[src/rtl/flash_read_arbiter.sv]
// Flash read-port arbiter: shares the flash manager's single read port
// between the audio streamer (client 0) and the sprite fetcher (client 1).
// Round-robin grant, startup idle gate, watchdog abort on a stuck manager.
//
// state      | meaning
// -----------+-----------------------------------------------------------
// STARTUP(0) | wait for READY_HOLD consecutive idle cycles from the manager
// IDLE(1)    | arbitrate between req0/req1, latch the winner's address
// ISSUE(2)   | doread held high until the manager reports busy
// HOLD(3)    | one extra doread cycle so the manager enters its wait state
// WAIT(4)    | doread low, wait for busy to drop, then return the word
module flash_read_arbiter #(
    parameter logic [19:0] TIMEOUT_CYCLES = 20'd1000000,
    parameter logic [3:0]  READY_HOLD     = 4'd4
) (
    input  logic        clock,
    input  logic        reset,
    input  logic        req0,
    input  logic [22:0] addr0,
    output logic [15:0] data0,
    output logic        valid0,
    input  logic        req1,
    input  logic [22:0] addr1,
    output logic [15:0] data1,
    output logic        valid1,
    output logic        mgr_writemode,
    output logic        mgr_doread,
    output logic [22:0] mgr_raddr,
    input  logic        mgr_busy,
    input  logic [15:0] mgr_rdata,
    output logic        timeout_err,
    output logic [2:0]  state_dbg
);

    typedef enum logic [2:0] {
        ST_STARTUP = 3'd0,
        ST_IDLE    = 3'd1,
        ST_ISSUE   = 3'd2,
        ST_HOLD    = 3'd3,
        ST_WAIT    = 3'd4
    } state_t;

    state_t      state, state_nxt;
    logic        doread_nxt;
    logic [22:0] raddr_nxt;
    logic [15:0] data0_nxt, data1_nxt;
    logic        valid0_nxt, valid1_nxt;
    logic        err_nxt;
    logic        last_grant, last_grant_nxt;
    logic        grant, grant_nxt;
    logic [3:0]  ready_cnt, ready_cnt_nxt;
    logic [19:0] wdog, wdog_nxt;
    logic        pick;
    logic        complete;
    logic        abort;

    assign mgr_writemode = 1'b0;
    assign state_dbg     = state;

    // State and datapath registers; everything returns to its idle value on reset.
    always_ff @(posedge clock) begin
        if (reset) begin
            state       <= ST_STARTUP;
            mgr_doread  <= 1'b0;
            mgr_raddr   <= 23'd0;
            data0       <= 16'd0;
            data1       <= 16'd0;
            valid0      <= 1'b0;
            valid1      <= 1'b0;
            timeout_err <= 1'b0;
            last_grant  <= 1'b1;
            grant       <= 1'b0;
            ready_cnt   <= 4'd0;
            wdog        <= 20'd0;
        end else begin
            state       <= state_nxt;
            mgr_doread  <= doread_nxt;
            mgr_raddr   <= raddr_nxt;
            data0       <= data0_nxt;
            data1       <= data1_nxt;
            valid0      <= valid0_nxt;
            valid1      <= valid1_nxt;
            timeout_err <= err_nxt;
            last_grant  <= last_grant_nxt;
            grant       <= grant_nxt;
            ready_cnt   <= ready_cnt_nxt;
            wdog        <= wdog_nxt;
        end
    end

    // Next-state, handshake sequencing, arbitration and watchdog.
    always_comb begin
        state_nxt      = state;
        doread_nxt     = mgr_doread;
        raddr_nxt      = mgr_raddr;
        data0_nxt      = data0;
        data1_nxt      = data1;
        valid0_nxt     = 1'b0;
        valid1_nxt     = 1'b0;
        err_nxt        = timeout_err;
        last_grant_nxt = last_grant;
        grant_nxt      = grant;
        ready_cnt_nxt  = ready_cnt;
        wdog_nxt       = wdog;
        pick           = 1'b0;
        complete       = 1'b0;
        abort          = 1'b0;

        case (state)
            ST_STARTUP: begin
                doread_nxt = 1'b0;
                if (mgr_busy) begin
                    ready_cnt_nxt = 4'd0;
                end else if (ready_cnt == READY_HOLD - 4'd1) begin
                    ready_cnt_nxt = 4'd0;
                    state_nxt     = ST_IDLE;
                end else begin
                    ready_cnt_nxt = ready_cnt + 4'd1;
                end
            end
            ST_IDLE: begin
                doread_nxt = 1'b0;
                // The cycle carrying a valid pulse never grants; arbitration
                // resumes on the following cycle.
                if (!(valid0 || valid1) && (req0 || req1)) begin
                    pick       = (req0 && req1) ? ~last_grant : req1;
                    grant_nxt  = pick;
                    raddr_nxt  = pick ? addr1 : addr0;
                    doread_nxt = 1'b1;
                    wdog_nxt   = TIMEOUT_CYCLES - 20'd1;
                    state_nxt  = ST_ISSUE;
                end
            end
            ST_ISSUE: begin
                if (mgr_busy) begin
                    state_nxt = ST_HOLD;
                end else if (wdog == 20'd0) begin
                    abort = 1'b1;
                end else begin
                    wdog_nxt = wdog - 20'd1;
                end
            end
            ST_HOLD: begin
                doread_nxt = 1'b0;
                wdog_nxt   = TIMEOUT_CYCLES - 20'd1;
                state_nxt  = ST_WAIT;
            end
            ST_WAIT: begin
                if (!mgr_busy) begin
                    complete = 1'b1;
                end else if (wdog == 20'd0) begin
                    abort = 1'b1;
                end else begin
                    wdog_nxt = wdog - 20'd1;
                end
            end
            default: begin
                doread_nxt = 1'b0;
                state_nxt  = ST_STARTUP;
            end
        endcase

        if (complete) begin
            if (grant) begin
                data1_nxt  = mgr_rdata;
                valid1_nxt = 1'b1;
            end else begin
                data0_nxt  = mgr_rdata;
                valid0_nxt = 1'b1;
            end
            last_grant_nxt = grant;
            state_nxt      = ST_IDLE;
        end

        // A stuck manager is re-gated through STARTUP before it is used again.
        if (abort) begin
            if (grant) begin
                data1_nxt  = 16'hFFFF;
                valid1_nxt = 1'b1;
            end else begin
                data0_nxt  = 16'hFFFF;
                valid0_nxt = 1'b1;
            end
            err_nxt       = 1'b1;
            doread_nxt    = 1'b0;
            ready_cnt_nxt = 4'd0;
            state_nxt     = ST_STARTUP;
        end
    end

endmodule

[config.mk]
export PLATFORM = sky130hd
export DESIGN_NAME = flash_read_arbiter
export DESIGN_NICKNAME = d
export VERILOG_FILES = /design/src/rtl/flash_read_arbiter.sv
export SDC_FILE = /design/constraint.sdc
export NUM_CORES = 1
export LEC_CHECK = 0
export BUFFER_PORTS_ARGS = -buffer_cell sky130_fd_sc_hd__buf_2
export CORE_AREA = 5 5 101 103
export DETAILED_ROUTE_END_ITERATION = 8
export DIE_AREA = 0 0 106 108
export PLACE_DENSITY = 0.7
export SYNTH_ARGS = -nofsm -noshare
export SYNTH_HDL_FRONTEND = slang
export SYNTH_SLANG_ARGS = --single-unit
[constraint.sdc]
create_clock -name clock -period 6.55 [get_ports clock]
set_clock_uncertainty 0.2 [all_clocks]
set_input_delay 0.3275 -clock clock [delete_from_list [all_inputs] [get_ports clock]]
set_output_delay 0.3275 -clock clock [all_outputs]
set_load 0.03 [all_outputs]
==> insert_results.sql <==
INSERT INTO impl_metrics (metric_group, metric, value, unit) VALUES
('outcome', 'outcome', 'complete, no violations', ''),
('run', 'number_of_max_cap_violations', '0', ''),
('synthesis', 'synth_largest_area_cell', 'dfxtp_1', ''),
('grt', 'grt_usage', '17.0', '%'),
('pwr', 'power_report.internal_total', '0.000800', 'W'),
('place', 'dp_slack', '3.73', 'ns'),
('synthesis', 'yosys-top-cells-area', 'dfxtp_1 44%, mux2i_1 15%, a21oi_1 6.3%', ''),
('sta', 'setup-violations-final', '0', ''),
('clock_network', 'cts_buffers', '9', ''),
('clock_network', 'worstSkewPairLatency', '0.35', 'ns'),
('clock_network', 'postCtsHoldBufs', '0', ''),
('layout', 'areaGrowthSynthToFinish', '21.8', '%'),
('synthesis', 'synth_cell_types', '50', ''),
('synthesis', 'post-synth-top-count-cell', 'dfxtp_1', ''),
('synthesis', 'synth-seq-cells', '88', ''),
('layout', 'drive_above_1_share', '30.4', '%'),
('synthesis', 'synth_enable_flop_cells', '0', ''),
('drt', 'drt_iter0_drc', '144', ''),
('grt', 'antenna_found_initial', '0', ''),
('synthesis', 'postSynth.topFlopCell', 'dfxtp_1', ''),
('worst_setup_path', 'crit_required', '6.60', 'ns'),
('floorplan', 'coreArea', '9110', 'um2'),
('clock_network', 'post_cts_setup_bufs', '0', ''),
('pwr', 'sequentialPowerShare', '51.7', '%'),
('place', 'cell_count_post_placement', '632', ''),
('clock_network', 'clock_tree.htree_level_count', '3', ''),
('drt', 'total_via_count_in_the_routed_design', '3515', ''),
('worst_setup_path', 'critical_path_peak_fanout', '12', ''),
('pwr', 'p_switching', '0.000246', 'W'),
('grt', 'overflow', '0', ''),
('worst_setup_path', 'worst_setup_path_start_kind', 'register', ''),
('sta', 'maxClockFrequency', '351', 'MHz'),
('clock_network', 'tritoncts', 'built', ''),
('synthesis', 'synth-seq-area-share', '44.2', '%'),
('clock_network', 'max-clock-path-buffers', '2', ''),
('drt', 'postRouteAntennaNets', '0', ''),
('sta', 'final_critical_period', '2.85', 'ns'),
('sta', 'fin_tns_setup', '0', 'ns'),
('layout', 'finish.net_count', '602', ''),
('worst_setup_path', 'path_buf_inv', '1', ''),
('grt', 'grt_pass1_wl', '16.0', 'mm'),
('drt', 'avg_wl_per_cell', '15.5', 'um'),
('pwr', 'power_density', '216', 'nW/um2'),
('pwr', 'share_clk_of_total_power', '40.8', '%'),
('sta', 'grt_setup_unrepaired', 'no', ''),
('drt', 'detail_route.first_pass.iterations', '4', ''),
('grt', 'via_count_of_the_first_global_routing_pass', '3458', ''),
('worst_setup_path', 'path_delay_family', 'simple AND/OR/NAND/NOR gates', ''),
('worst_setup_path', 'cp.arrival', '2.90', 'ns'),
('floorplan', 'die_area', '11400', 'um2'),
('sta', 'final_max_slew_viols', '0', ''),
('floorplan', 'initial_utilization', '43.7', '%'),
('pwr', 'highest_ir_drop_seen_on_vdd', '0.0937', 'mV'),
('sta', 'slew_headroom', '24.4', '%'),
('clock_network', 'cts.clk_slew.worst_paths', '0.09', 'ns'),
('pwr', 'power.combinational.fraction', '7.4', '%'),
('place', 'dp.final_hpwl', '7.17', 'mm'),
('worst_setup_path', 'cp_cell_sequence', 'inv_1, ha_1, or4b_2, a2111oi_2, a2bb2oi_1, or3_1, and4_1', ''),
('place', 'placement.io_buffers', '128', ''),
('sta', 'finalHoldViolCount', '0', ''),
('synthesis', 'yosysWarnings', '0', ''),
('worst_setup_path', 'cpPeakStageDelay', '0.62', 'ns'),
('worst_setup_path', 'critical_path_class', 'reg2reg', ''),
('synthesis', 'synth.cell_area', '3980', 'um2'),
('clock_network', 'numClockSinks', '88', ''),
('synthesis', 'synth_top_area_share', '44.2', '%'),
('synthesis', 'asr_flop_ratio_synth', '0', '%'),
('floorplan', 'die-width', '106', 'um'),
('synthesis', 'post_synth_most_frequent_cells', '88 x dfxtp_1, 61 x mux2i_1, 50 x a21oi_1, 40 x nor2_1, 29 x a211oi_1', ''),
('layout', 'antenna_cells_inserted', '0', ''),
('drt', 'drt-total-wl', '10.0', 'mm');
## worst paths after layout
kind | start | end | slack [ns] | cells after the start
worst min register to register | wdog[13] | wdog[13] | 0.27 | 2
worst max-delay path | wdog[0] | wdog[5] | 3.70 | 7
worst min-delay path | mgr_rdata[14] | data0[14] | 0.06 | 3
worst max register to register | wdog[0] | wdog[5] | 3.70 | 7
## kinds of logic after synthesis
family / synth area share (%)
AOI/OAI and AO/OA: 17.2
adders and majority gates: 0.943
buffers and inverters: 4.68
DFF: 44.2
muxes: 15.6
other: 0.0942
and+or+nand+nor: 17.2
## power groups by stage
stage / logic, W / registers (W) / clock network [W]
6_report: 0.0000777 / 0.000541 / 0.000427
3_3_place_gp: 0.0000751 / 0.000553 / 0
5_1_grt: 0.0000854 / 0.000542 / 0.000457
2_1_floorplan: 0.0000443 / 0.000555 / 0
4_1_cts: 0.0000775 / 0.000541 / 0.000435
3_5_place_dp: 0.0000773 / 0.000554 / 0
## cells in the final DEF, fill, tap and decap left out, types with 2 or more instances in the layout
| cell | count |
|---|---|
| or3b_2 | 2 |
| or4_1 | 5 |
| nor2_1 | 39 |
| o31ai_1 | 3 |
| mux2i_1 | 61 |
| ha_1 | 3 |
| buf_4 | 2 |
| bufinv_16 | 2 |
| buf_2 | 128 |
| and3_1 | 5 |
| nor3b_1 | 4 |
| a21oi_1 | 50 |
| o21ai_0 | 8 |
| or3_1 | 11 |
| or2_2 | 3 |
| a311oi_1 | 5 |
| a211oi_1 | 29 |
| inv_1 | 5 |
| a21o_1 | 2 |
| clkbuf_8 | 10 |
| or3_2 | 2 |
| inv_6 | 3 |
| nand3_1 | 4 |
| nand2_1 | 14 |
| a31oi_1 | 4 |
| nor4_1 | 7 |
| dfxtp_1 | 88 |
| nor3_1 | 8 |
| nor2b_1 | 2 |
| nand2b_1 | 7 |
## stage by stage
stage	hold slack, ns	total power, W	cell area, um2
CTS	0.0582	0.00105	4850
floorplan	0.233	0.000600	3980
global route	0.0676	0.00108	4850
detailed placement	0.267	0.000631	4630
finish	0.0644	0.00105	4850
global placement	0.253	0.000629	4630
## worst reg2reg max path: stages (launching register included)
cell and delay (ns):
dfxtp_1 0.33, inv_1 0.12, ha_1 0.16, or4b_2 0.62
a2111oi_2 0.39, a2bb2oi_1 0.36, or3_1 0.39, and4_1 0.17
## final cells by class
cell class / count / area (um2) / share of cell area (%)
timing repair buffer: 130 / 656 / 13.5
inverter: 5 / 18.8 / 0.387
clock inverter: 5 / 86.3 / 1.78
clock buffer: 10 / 138 / 2.84
tap: 111 / 139 / 2.86
sequential: 88 / 1760 / 36.3
multi-input combinational: 298 / 2050 / 42.3
## layer usage
| metal | track usage (%) | part of all wire (%) | wire (um) |
|---|---|---|---|
| met5 | 0 | 0 | 0 |
| met1 | 20.5 | 42 | 4250 |
| met4 | 6.29 | 1.7 | 173 |
| met3 | 5.49 | 8.1 | 814 |
| met2 | 28.5 | 48 | 4770 |
Note: power is estimated with default switching activity, not from simulation.
